$ cat config.mk
export PLATFORM = sky130hd
export DESIGN_NAME = wb_arbitrated_stage
export DESIGN_NICKNAME = d
export VERILOG_FILES = /design/src/rtl/wb_pkg.sv /design/src/rtl/wb_result_fifo.sv /design/src/rtl/wb_arbitrated_stage.sv
export SDC_FILE = /design/constraint.sdc
export NUM_CORES = 1
export LEC_CHECK = 0
export CAP_MARGIN = 20
export CORE_MARGIN = 2
export CORE_UTILIZATION = 25
export CTS_CLUSTER_DIAMETER = 30
export DETAILED_ROUTE_END_ITERATION = 7
export HOLD_SLACK_MARGIN = 0.06
export PLACE_DENSITY = 0.51
export SYNTH_ARGS = -nofsm -noshare
export SYNTH_HDL_FRONTEND = slang
export SYNTH_SLANG_ARGS = --single-unit
export TNS_END_PERCENT = 20
$ cat constraint.sdc
create_clock -name clk_i -period 5.22 [get_ports clk_i]
set_input_delay 1.044 -clock clk_i [delete_from_list [all_inputs] [get_ports clk_i]]
set_output_delay 1.044 -clock clk_i [all_outputs]
set_load 0.02 [all_outputs]
$ cat src/rtl/wb_pkg.sv
// Shared definitions for the writeback stage: load func3 encodings, result source
// selection and the load formatting function.
package wb_pkg;

    localparam int XLEN_DEFAULT = 32;

    localparam logic [2:0] F3_LB  = 3'b000;
    localparam logic [2:0] F3_LH  = 3'b001;
    localparam logic [2:0] F3_LW  = 3'b010;
    localparam logic [2:0] F3_LBU = 3'b100;
    localparam logic [2:0] F3_LHU = 3'b101;

    typedef enum logic [2:0] {
        SRC_NONE,
        SRC_STALL_POP,
        SRC_MEM,
        SRC_FIFO,
        SRC_BYPASS
    } wbSrc_e;

    // Picks the addressed byte/half out of the raw word and extends it; unknown func3 passes through.
    function automatic logic [XLEN_DEFAULT-1:0] load_format(
        input logic [2:0]              func3,
        input logic [1:0]              offset,
        input logic [XLEN_DEFAULT-1:0] word
    );
        logic [7:0]              byteSel;
        logic [15:0]             halfSel;
        logic [XLEN_DEFAULT-1:0] result;
        byteSel = word[{offset, 3'b000} +: 8];
        halfSel = offset[1] ? word[31:16] : word[15:0];
        case (func3)
            F3_LB:   result = {{(XLEN_DEFAULT-8){byteSel[7]}}, byteSel};
            F3_LH:   result = {{(XLEN_DEFAULT-16){halfSel[15]}}, halfSel};
            F3_LW:   result = word;
            F3_LBU:  result = {{(XLEN_DEFAULT-8){1'b0}}, byteSel};
            F3_LHU:  result = {{(XLEN_DEFAULT-16){1'b0}}, halfSel};
            default: result = word;
        endcase
        return result;
    endfunction

endpackage

$ cat src/rtl/wb_result_fifo.sv
// Small circular buffer holding out-of-band MUL/DIV results ({rd, data}) until the
// register-file write port is free.
module wb_result_fifo #(
    parameter int DEPTH = 4,
    parameter int WIDTH = 37
) (
    input  logic                         clk_i,
    input  logic                         rst_ni,
    input  logic                         push_i,
    input  logic [WIDTH-1:0]             pushData_i,
    input  logic                         pop_i,
    output logic [WIDTH-1:0]             headData_o,
    output logic                         full_o,
    output logic                         empty_o,
    output logic [$clog2(DEPTH+1)-1:0]   count_o
);

    localparam int PTR_W = $clog2(DEPTH);
    localparam int CNT_W = $clog2(DEPTH + 1);

    logic [WIDTH-1:0] mem_q [DEPTH];
    logic [PTR_W-1:0] wrPtr_q;
    logic [PTR_W-1:0] rdPtr_q;
    logic [CNT_W-1:0] count_q;
    logic             doPush;
    logic             doPop;

    assign full_o     = (count_q == CNT_W'(DEPTH));
    assign empty_o    = (count_q == '0);
    assign count_o    = count_q;
    assign headData_o = mem_q[rdPtr_q];
    assign doPush     = push_i & ~full_o;
    assign doPop      = pop_i & ~empty_o;

    // DEPTH is a power of two, so the pointers wrap naturally.
    always_ff @(posedge clk_i) begin
        if (!rst_ni) begin
            wrPtr_q <= '0;
            rdPtr_q <= '0;
            count_q <= '0;
        end else begin
            if (doPush) begin
                wrPtr_q <= wrPtr_q + 1'b1;
            end
            if (doPop) begin
                rdPtr_q <= rdPtr_q + 1'b1;
            end
            case ({doPush, doPop})
                2'b10:   count_q <= count_q + 1'b1;
                2'b01:   count_q <= count_q - 1'b1;
                default: count_q <= count_q;
            endcase
        end
    end

    always_ff @(posedge clk_i) begin
        if (doPush) begin
            mem_q[wrPtr_q] <= pushData_i;
        end
    end

endmodule

$ cat src/rtl/wb_arbitrated_stage.sv
// Writeback stage: formats MEM-stage loads and shares the register-file write port between
// the in-order pipeline and buffered MUL/DIV completions, with starvation protection.
module wb_arbitrated_stage
    import wb_pkg::*;
#(
    parameter int XLEN         = XLEN_DEFAULT,
    parameter int REG_ADDR_W   = 5,
    parameter int BUF_DEPTH    = 4,
    parameter int STARVE_LIMIT = 8
) (
    input  logic                  clk_i,
    input  logic                  rst_ni,
    input  logic                  mem_valid_i,
    input  logic                  mem_write_enable_i,
    input  logic                  mem_data_mem_select_i,
    input  logic [2:0]            mem_func3_i,
    input  logic [1:0]            mem_byte_offset_i,
    input  logic [XLEN-1:0]       mem_jal_selected_i,
    input  logic [XLEN-1:0]       mem_data_out_i,
    input  logic [REG_ADDR_W-1:0] mem_rd_i,
    input  logic                  md_valid_i,
    input  logic [REG_ADDR_W-1:0] md_rd_i,
    input  logic [XLEN-1:0]       md_data_i,
    output logic                  md_ready_o,
    output logic                  wb_stall_req_o,
    output logic                  wb_write_enable_o,
    output logic [XLEN-1:0]       wb_write_data_o,
    output logic [REG_ADDR_W-1:0] wb_rd_o
);

    localparam int ENTRY_W  = XLEN + REG_ADDR_W;
    localparam int CNT_W    = $clog2(BUF_DEPTH + 1);
    localparam int STARVE_W = $clog2(STARVE_LIMIT + 1);
    localparam logic [CNT_W-1:0]    DEPTH_C    = CNT_W'(BUF_DEPTH);
    localparam logic [STARVE_W-1:0] STARVE_MAX = STARVE_W'(STARVE_LIMIT);

    logic                  memReq;
    logic                  mdAccept;
    logic                  stallReq;
    logic                  mdReady;
    logic [XLEN-1:0]       memResult;
    wbSrc_e                src;

    logic                  fifoPush;
    logic                  fifoPop;
    logic                  fifoFull;
    logic                  fifoEmpty;
    logic [CNT_W-1:0]      fifoCount;
    logic [ENTRY_W-1:0]    fifoHead;
    logic [REG_ADDR_W-1:0] headRd;
    logic [XLEN-1:0]       headData;

    logic [STARVE_W-1:0]   starveCnt_q, starveCnt_d;
    logic                  wbWe_q, wbWe_d;
    logic [XLEN-1:0]       wbData_q, wbData_d;
    logic [REG_ADDR_W-1:0] wbRd_q, wbRd_d;

    assign memReq    = mem_valid_i & mem_write_enable_i & (mem_rd_i != '0);
    assign memResult = mem_data_mem_select_i
                     ? load_format(mem_func3_i, mem_byte_offset_i, mem_data_out_i)
                     : mem_jal_selected_i;
    assign {headRd, headData} = fifoHead;

    // Handshake and stall are forced low while reset is asserted.
    assign mdReady  = rst_ni & (fifoCount < DEPTH_C);
    assign stallReq = rst_ni & ~fifoEmpty & (starveCnt_q == STARVE_MAX);
    assign mdAccept = md_valid_i & mdReady;

    always_comb begin
        src = SRC_NONE;
        if (stallReq) begin
            src = SRC_STALL_POP;
        end else if (memReq) begin
            src = SRC_MEM;
        end else if (!fifoEmpty) begin
            src = SRC_FIFO;
        end else if (mdAccept) begin
            src = SRC_BYPASS;
        end
    end

    always_comb begin
        wbWe_d   = 1'b0;
        wbData_d = '0;
        wbRd_d   = '0;
        case (src)
            SRC_STALL_POP, SRC_FIFO: begin
                wbWe_d   = 1'b1;
                wbData_d = headData;
                wbRd_d   = headRd;
            end
            SRC_MEM: begin
                wbWe_d   = 1'b1;
                wbData_d = memResult;
                wbRd_d   = mem_rd_i;
            end
            SRC_BYPASS: begin
                if (md_rd_i != '0) begin
                    wbWe_d   = 1'b1;
                    wbData_d = md_data_i;
                    wbRd_d   = md_rd_i;
                end
            end
            default: begin
                wbWe_d = 1'b0;
            end
        endcase
    end

    // A result to x0 is accepted but never stored.
    assign fifoPop  = (src == SRC_STALL_POP) | (src == SRC_FIFO);
    assign fifoPush = mdAccept & (src != SRC_BYPASS) & (md_rd_i != '0) & ~fifoFull;

    always_comb begin
        starveCnt_d = starveCnt_q;
        if (fifoEmpty || fifoPop) begin
            starveCnt_d = '0;
        end else if (starveCnt_q != STARVE_MAX) begin
            starveCnt_d = starveCnt_q + 1'b1;
        end
    end

    always_ff @(posedge clk_i) begin
        if (!rst_ni) begin
            starveCnt_q <= '0;
            wbWe_q      <= 1'b0;
            wbData_q    <= '0;
            wbRd_q      <= '0;
        end else begin
            starveCnt_q <= starveCnt_d;
            wbWe_q      <= wbWe_d;
            wbData_q    <= wbData_d;
            wbRd_q      <= wbRd_d;
        end
    end

    wb_result_fifo #(
        .DEPTH (BUF_DEPTH),
        .WIDTH (ENTRY_W)
    ) u_fifo (
        .clk_i      (clk_i),
        .rst_ni     (rst_ni),
        .push_i     (fifoPush),
        .pushData_i ({md_rd_i, md_data_i}),
        .pop_i      (fifoPop),
        .headData_o (fifoHead),
        .full_o     (fifoFull),
        .empty_o    (fifoEmpty),
        .count_o    (fifoCount)
    );

    assign md_ready_o        = mdReady;
    assign wb_stall_req_o    = stallReq;
    assign wb_write_enable_o = wbWe_q;
    assign wb_write_data_o   = wbData_q;
    assign wb_rd_o           = wbRd_q;

endmodule

-- Yosys cells after proc, flatten, opt, wreduce, memory -nomap -nowiden
Memory sizes are Yosys's and may differ from the RTL's. A register that Yosys moved wholly into a read port is not among the register bits.
Cells that the tools add are included.
- register bits: 49
- bits in latches: 0
- bits in writable memories: 148
- bits in read-only memories: 0
- bits of input ports: 117
- logic and storage cells: 70
- memories: 1
- add/subtract/negate cells: 5
- multiply operators: 0
- div/mod/pow operators: 0
- $lt $le $gt $ge: 1
- eq/ne operators: 13
- shifts and indexed selects: 1
- mux-type cells: 18
- bitwise logic cells: 15
- reduce and logical (&&, ||, !) cells: 9
- memory list (name ; depth ; bits a word ; rd ports ; clocked after memory_dff ; write ports ; RTL line ; source):
    u_fifo.mem_q ; 4 ; 37 ; 1 ; 1 ; 1 ; wb_result_fifo.sv:21 ; logic [WIDTH-1:0] mem_q [DEPTH];
- operators by type and width (cell ; count):
    case mux 32 bit (4 select lines) ; 1
    case mux 32 bit (3 select lines) ; 1
    two-way mux 32 bit ; 2
    variable part select 32 x 6 -> 8 bit ; 1
    two-way mux 16 bit ; 1
    case mux 5 bit (3 select lines) ; 1
    == test 3 bit, second input constant ; 4
    two-way mux 3 bit ; 4
    bitwise AND 1 bit ; 11
    nonzero test 5 bit ; 2
    == test 3 x 1 -> 1 bit, second input constant ; 2
    == test 3 x 2 -> 1 bit, second input constant ; 2
    zero test 3 bit ; 2
    case mux 3 bit (2 select lines) ; 1
    two-way mux 5 bit ; 1
    adder 2 x 1 -> 2 bit, second input constant ; 2
    adder 4 x 1 -> 4 bit, second input constant ; 1
    == test 4 bit, second input constant ; 1
    two-way mux 2 bit ; 2
    inequality test 4 bit, second input constant ; 1
    OR reduction 2 bit ; 2
    adder 3 x 1 -> 3 bit, second input constant ; 1
    < comparator 3 bit, second input constant ; 1
    two-way mux 1 bit ; 3
    other kinds (10) ; 12

-- Depth between registers and ports, before layout
- depth in word-level cells: 14
- mapped depth: 12
- gate-level depth less buffers: 11

-- Modules after synthesis
A second synthesis with hierarchy kept.
- cell total of the unflattened synthesis: 566
- area total of the unflattened synthesis: 8513.2 µm²
- modules (own cells, without submodules) (module ; times used ; cells an instance ; area each (µm²)):
    wb_result_fifo ; 1 ; 247 ; 5863.1
    wb_arbitrated_stage ; 1 ; 319 ; 2650.0

-- Worst setup path before layout
Ideal clock, no wire load.
- kind: input -> register
- start: input mem_rd_i[0]
- end: register u_fifo.count_q[2], in the netlist u_fifo.count_o[2]
- library setup time: 76 ps
- data arrival time: 3395 ps
- slack: 1749 ps
- stages on the path: 10
- buffers on the path: 1
- cell sequence: or4_4 -> o211a_4 -> a21oi_2 -> buf_2 -> ha_1 -> inv_1 -> fa_1 -> xor2_1 -> or3_1 -> a21boi_0
- elaborated cells between the ends (all ways): 17
- those cells by class: eq/ne: 5; mux: 3; bitwise: 7; reduce/logical: 2
- RTL lines (item ; RTL line ; source):
    from (decl) ; wb_arbitrated_stage.sv:20 ; input logic [REG_ADDR_W-1:0] mem_rd_i,
    nonzero test 5 bit * ; wb_arbitrated_stage.sv:58 ; assign memReq = mem_valid_i & mem_write_enable_i & (mem_rd_i != '0);
    bitwise AND 1 bit * ; wb_arbitrated_stage.sv:58 ;
    two-way mux 3 bit * ; wb_arbitrated_stage.sv:73 ; end else if (memReq) begin
    two-way mux 3 bit * ; wb_arbitrated_stage.sv:71 ; if (stallReq) begin
    == test 3 x 1 -> 1 bit or == test 3 x 2 -> 1 bit (tied branches) ; wb_arbitrated_stage.sv:111 ; assign fifoPop = (src == SRC_STALL_POP) | (src == SRC_FIFO);
    bitwise OR 1 bit * ; wb_arbitrated_stage.sv:111 ;
    bitwise AND 1 bit * ; wb_result_fifo.sv:33 ; assign doPop = pop_i & ~empty_o;
    net u_fifo.doPop ; wb_result_fifo.sv:26 ; logic doPop;
    == test 2 x 1 -> 1 bit or == test 2 bit (tied branches) ; wb_result_fifo.sv:48 ; case ({doPush, doPop})
    case mux 3 bit (2 select lines) or nonzero test 2 bit (tied branches) ; - ;
    to (signal assigned) ; wb_result_fifo.sv:49 ; 2'b10: count_q <= count_q + 1'b1;
    to (signal assigned) ; wb_result_fifo.sv:50 ; 2'b01: count_q <= count_q - 1'b1;
    to (signal assigned) ; wb_result_fifo.sv:51 ; default: count_q <= count_q;
    to (decl) ; wb_result_fifo.sv:24 ; logic [CNT_W-1:0] count_q;
The timed path passes the listed nets; every way through them passes the cells marked *.
A chain may end at the register's enable or synchronous reset.

-- Final worst setup path
- start: input rst_ni
- end: output wb_stall_req_o
- cells in the longest elaborated chain, start to end: 2
- ends and longest elaborated chain (item ; RTL line ; source):
    from (decl) ; wb_arbitrated_stage.sv:12 ; input logic rst_ni,
    bitwise AND 1 bit (2 in series) ; wb_arbitrated_stage.sv:66 ; assign stallReq = rst_ni & ~fifoEmpty & (starveCnt_q == STARVE_MAX);
    to (decl) ; wb_arbitrated_stage.sv:25 ; output logic wb_stall_req_o,
Every way passes these cells.

==> results.toml <==
[cells_and_area]
nets = 825
regArea_sq_um = 5470
final_layout_size_suffix_gt1_share_pct = 17.0
fillers = 3259
multiInputGateArea_sq_um = 2760
area_growth_syn_to_layout_pct = 31.5
fin_cells = 1164

[grt]
grt_max_degree = 47
grt_pass1_wl_um = 37000
grt_pass1_vias = 5633
grt_use_total_pct = 14.3
antenna_found_initial = 4
grt_remaining_overflow = 0

[cts]
cts_root_buf = "clkbuf_16"
postCtsSetupBuffers = 0
cts_buffers = 17
htreeDepth = 4
path_clk_slew_ns = 0.07
cts_resized = 0
clk_path_buf_depth = 2
cts_sinks = 199
cts_hold_buffers = 0
clk_latency_ns = 0.45
cts_tree = "yes"

[power]
p_total_w = 0.00452
cellLeakagePower_nw = 3.46
vdd_drop_max_mv = 0.222
pwr_density_cell_nw_per_um2 = 406

[timing]
final.setup.tns_ns = 0
slew_viol_final = 0
setup_ws_ns = 1.25
fmax_mhz = 252
hold_viol = 0
rsz0062_at_grt = "no"
period_share_pct = 76.1
fin_crit_ns = 3.97
maxSlewHeadroom_pct = 37.4
fin_worst_skew_ns = 0.0191
final-setup-viol-count = 0
worstMarginPinSlew_ns = 0.938

[route]
drt_iter0_drc = 450
wl_per_cell_um = 21.6
vias = 5454
dr.pass1.iters = 5
routed_wl_um = 25200
route.detailed.drc = 0
viasPerCell = 4.69
drtAntennaViolNets = 0

[setup_path]
startpoint_type = "primary input"
cp_data_required_time_ns = 4.18
crit_top_cell = "clkdlybuf4s50_1"
crit_buf_inv = 3
path_class = "primary input to primary output"
max_stage_delay_ns = 0.77
worstPathCellList = "clkdlybuf4s50_1 -> o31ai_1 -> nor3_1 -> buf_4 -> clkdlybuf4s50_1"
rr_startpoint = "u_fifo.count_o[2]"
reg2regPathDepth = 9
r2r_slack_ns = 2.30
r2r-end = "u_fifo.count_o[2]"
cp.arrival_ns = 2.93
cp-end-kind = "primary output"
cp_max_fo = 14
critical-path-top-delay-family = "buffers and inverters"
crit_path_top_delay_cell = "clkdlybuf4s50_1"

[floorplan]
fp.coreArea_sq_um = 33400
die_w_um = 188
rows = 67
dieHeight_um = 188
start_util_pct = 25.3
ioPinCount = 157
dieArea_sq_um = 35400

[place]
dp_hpwl_um = 17600
post-place-ws_ns = 1.04
io_buffers = 156
dp_cells = 1129
gp_congestion = 0.763

[logic_synthesis]
synthTopCellsByCount = "edfxtp_1 (148), dfxtp_1 (51), mux4_2 (37)"
yosysSeqAreaShare_pct = 64.5
yosys_most_used_dff = "edfxtp_1"
yosys-top-cells-area = "edfxtp_1 (52%), dfxtp_1 (12%), mux4_2 (9.8%)"
synth_cell_types = 56
synth_largest_area_cell = "edfxtp_1"
netlist_area_sq_um = 8480
async_flop_share_pct = 0
synth_edf_count = 148
yosys_register_bits = 199
yosysMostFrequentCell = "edfxtp_1"
yosys_warnings = 0
synth_nets = 674
avgSynthCellArea_sq_um = 15.4
synth_top_area_share_pct = 52.4
netlist_instances = 549

[flow_run]
cap_violations = 0

[worst_hold_path]
hold_class = "register to register"
min_to = "starveCnt_q[0]"
whs_path_depth = 1
min_from = "starveCnt_q[0]"

[outcome]
status = "completed"
[flip-flops by register name (all words and copies together) (netlist names), named ones only]
signal / flops
starveCnt_q: 4
wb_write_data_o: 32
wb_write_enable_o: 1
u_fifo.count_o: 3
u_fifo.rdPtr_q: 2
wb_rd_o: 5
u_fifo.mem_q: 148
u_fifo.wrPtr_q: 2
[power by group]
group	internal [W]	switching [W]
combinational	0.000600	0.000646
clock	0.000690	0.000630
sequential	0.00185	0.000101
[placed cells by master (no fill, tap or decap), drive strengths merged, types with 8 or more instances in the layout]
cell type	Yosys	final
o21ai	12	12
dfxtp	51	51
clkbuf	21	20
a22oi	30	30
and2	25	25
a21oi	33	33
inv	13	20
a221oi	8	8
edfxtp	148	148
clkdlybuf4s50	0	155
mux4	37	37
nor2	15	15
nand2	20	20
o221ai	17	17
mux2	11	11
buf	19	17
[area by class of cell]
class                      instances  area share, %
antenna                            3         0.0673
clock buffer                      20           4.01
clock inverter                    12           1.18
inverter                          13          0.438
multi-input combinational        297           24.7
sequential                       199           49.0
tap                              448           5.03
timing repair buffer             172           15.5
[worst register-to-register path, stage by stage (launching register included)]
cell and delay [ns]:
dfxtp_1 0.36, nor3_1 0.71, a21oi_1 0.37, inv_1 0.13, ha_1 0.18, inv_1 0.06, fa_1 0.37, xor2_1 0.16
or3_1 0.31, a21boi_0 0.18
[kinds of logic after synthesis]
kind of cell    count (synthesis)  synth area share (%)
compound gates                146                  13.2
xor+xnor                        6                 0.620
fa+ha+maj                       8                  1.27
buf+inv                        53                  3.16
flops                         199                  64.5
mux                            50                  11.5
simple gates                   87                  5.79
[per-stage QoR]
stage	area (sq um)	hold slack [ns]	utilization [%]
finish	11100	0.467	33.3
global route	11100	0.489	33.3
CTS	11100	0.473	33.3
detailed placement	10600	0.456	31.6
global placement	10600	0.449	31.6
floorplan	8480	0.430	-
[worst max path at each step]
stage                              to  depth (start not counted)  slack (ns)         from
detailed placement  u_fifo.count_o[2]                         11        1.04   md_rd_i[2]
global route           wb_stall_req_o                          5        0.99       rst_ni
floorplan           u_fifo.count_o[2]                         10        1.75  mem_rd_i[0]
CTS                    wb_stall_req_o                          5        1.20       rst_ni
finish                 wb_stall_req_o                          5        1.25       rst_ni
global placement    u_fifo.count_o[2]                         11        1.11   md_rd_i[2]
[metal layers]
layer	vias to the layer above	part of all wire [%]	GRT usage, %
li1	2518	-	-
met1	2769	46	18.9
met2	146	48	22.9
met3	21	4.8	3.87
met4	0	1.8	4.63
met5	-	0	0
(Power assumes the default switching activity.)
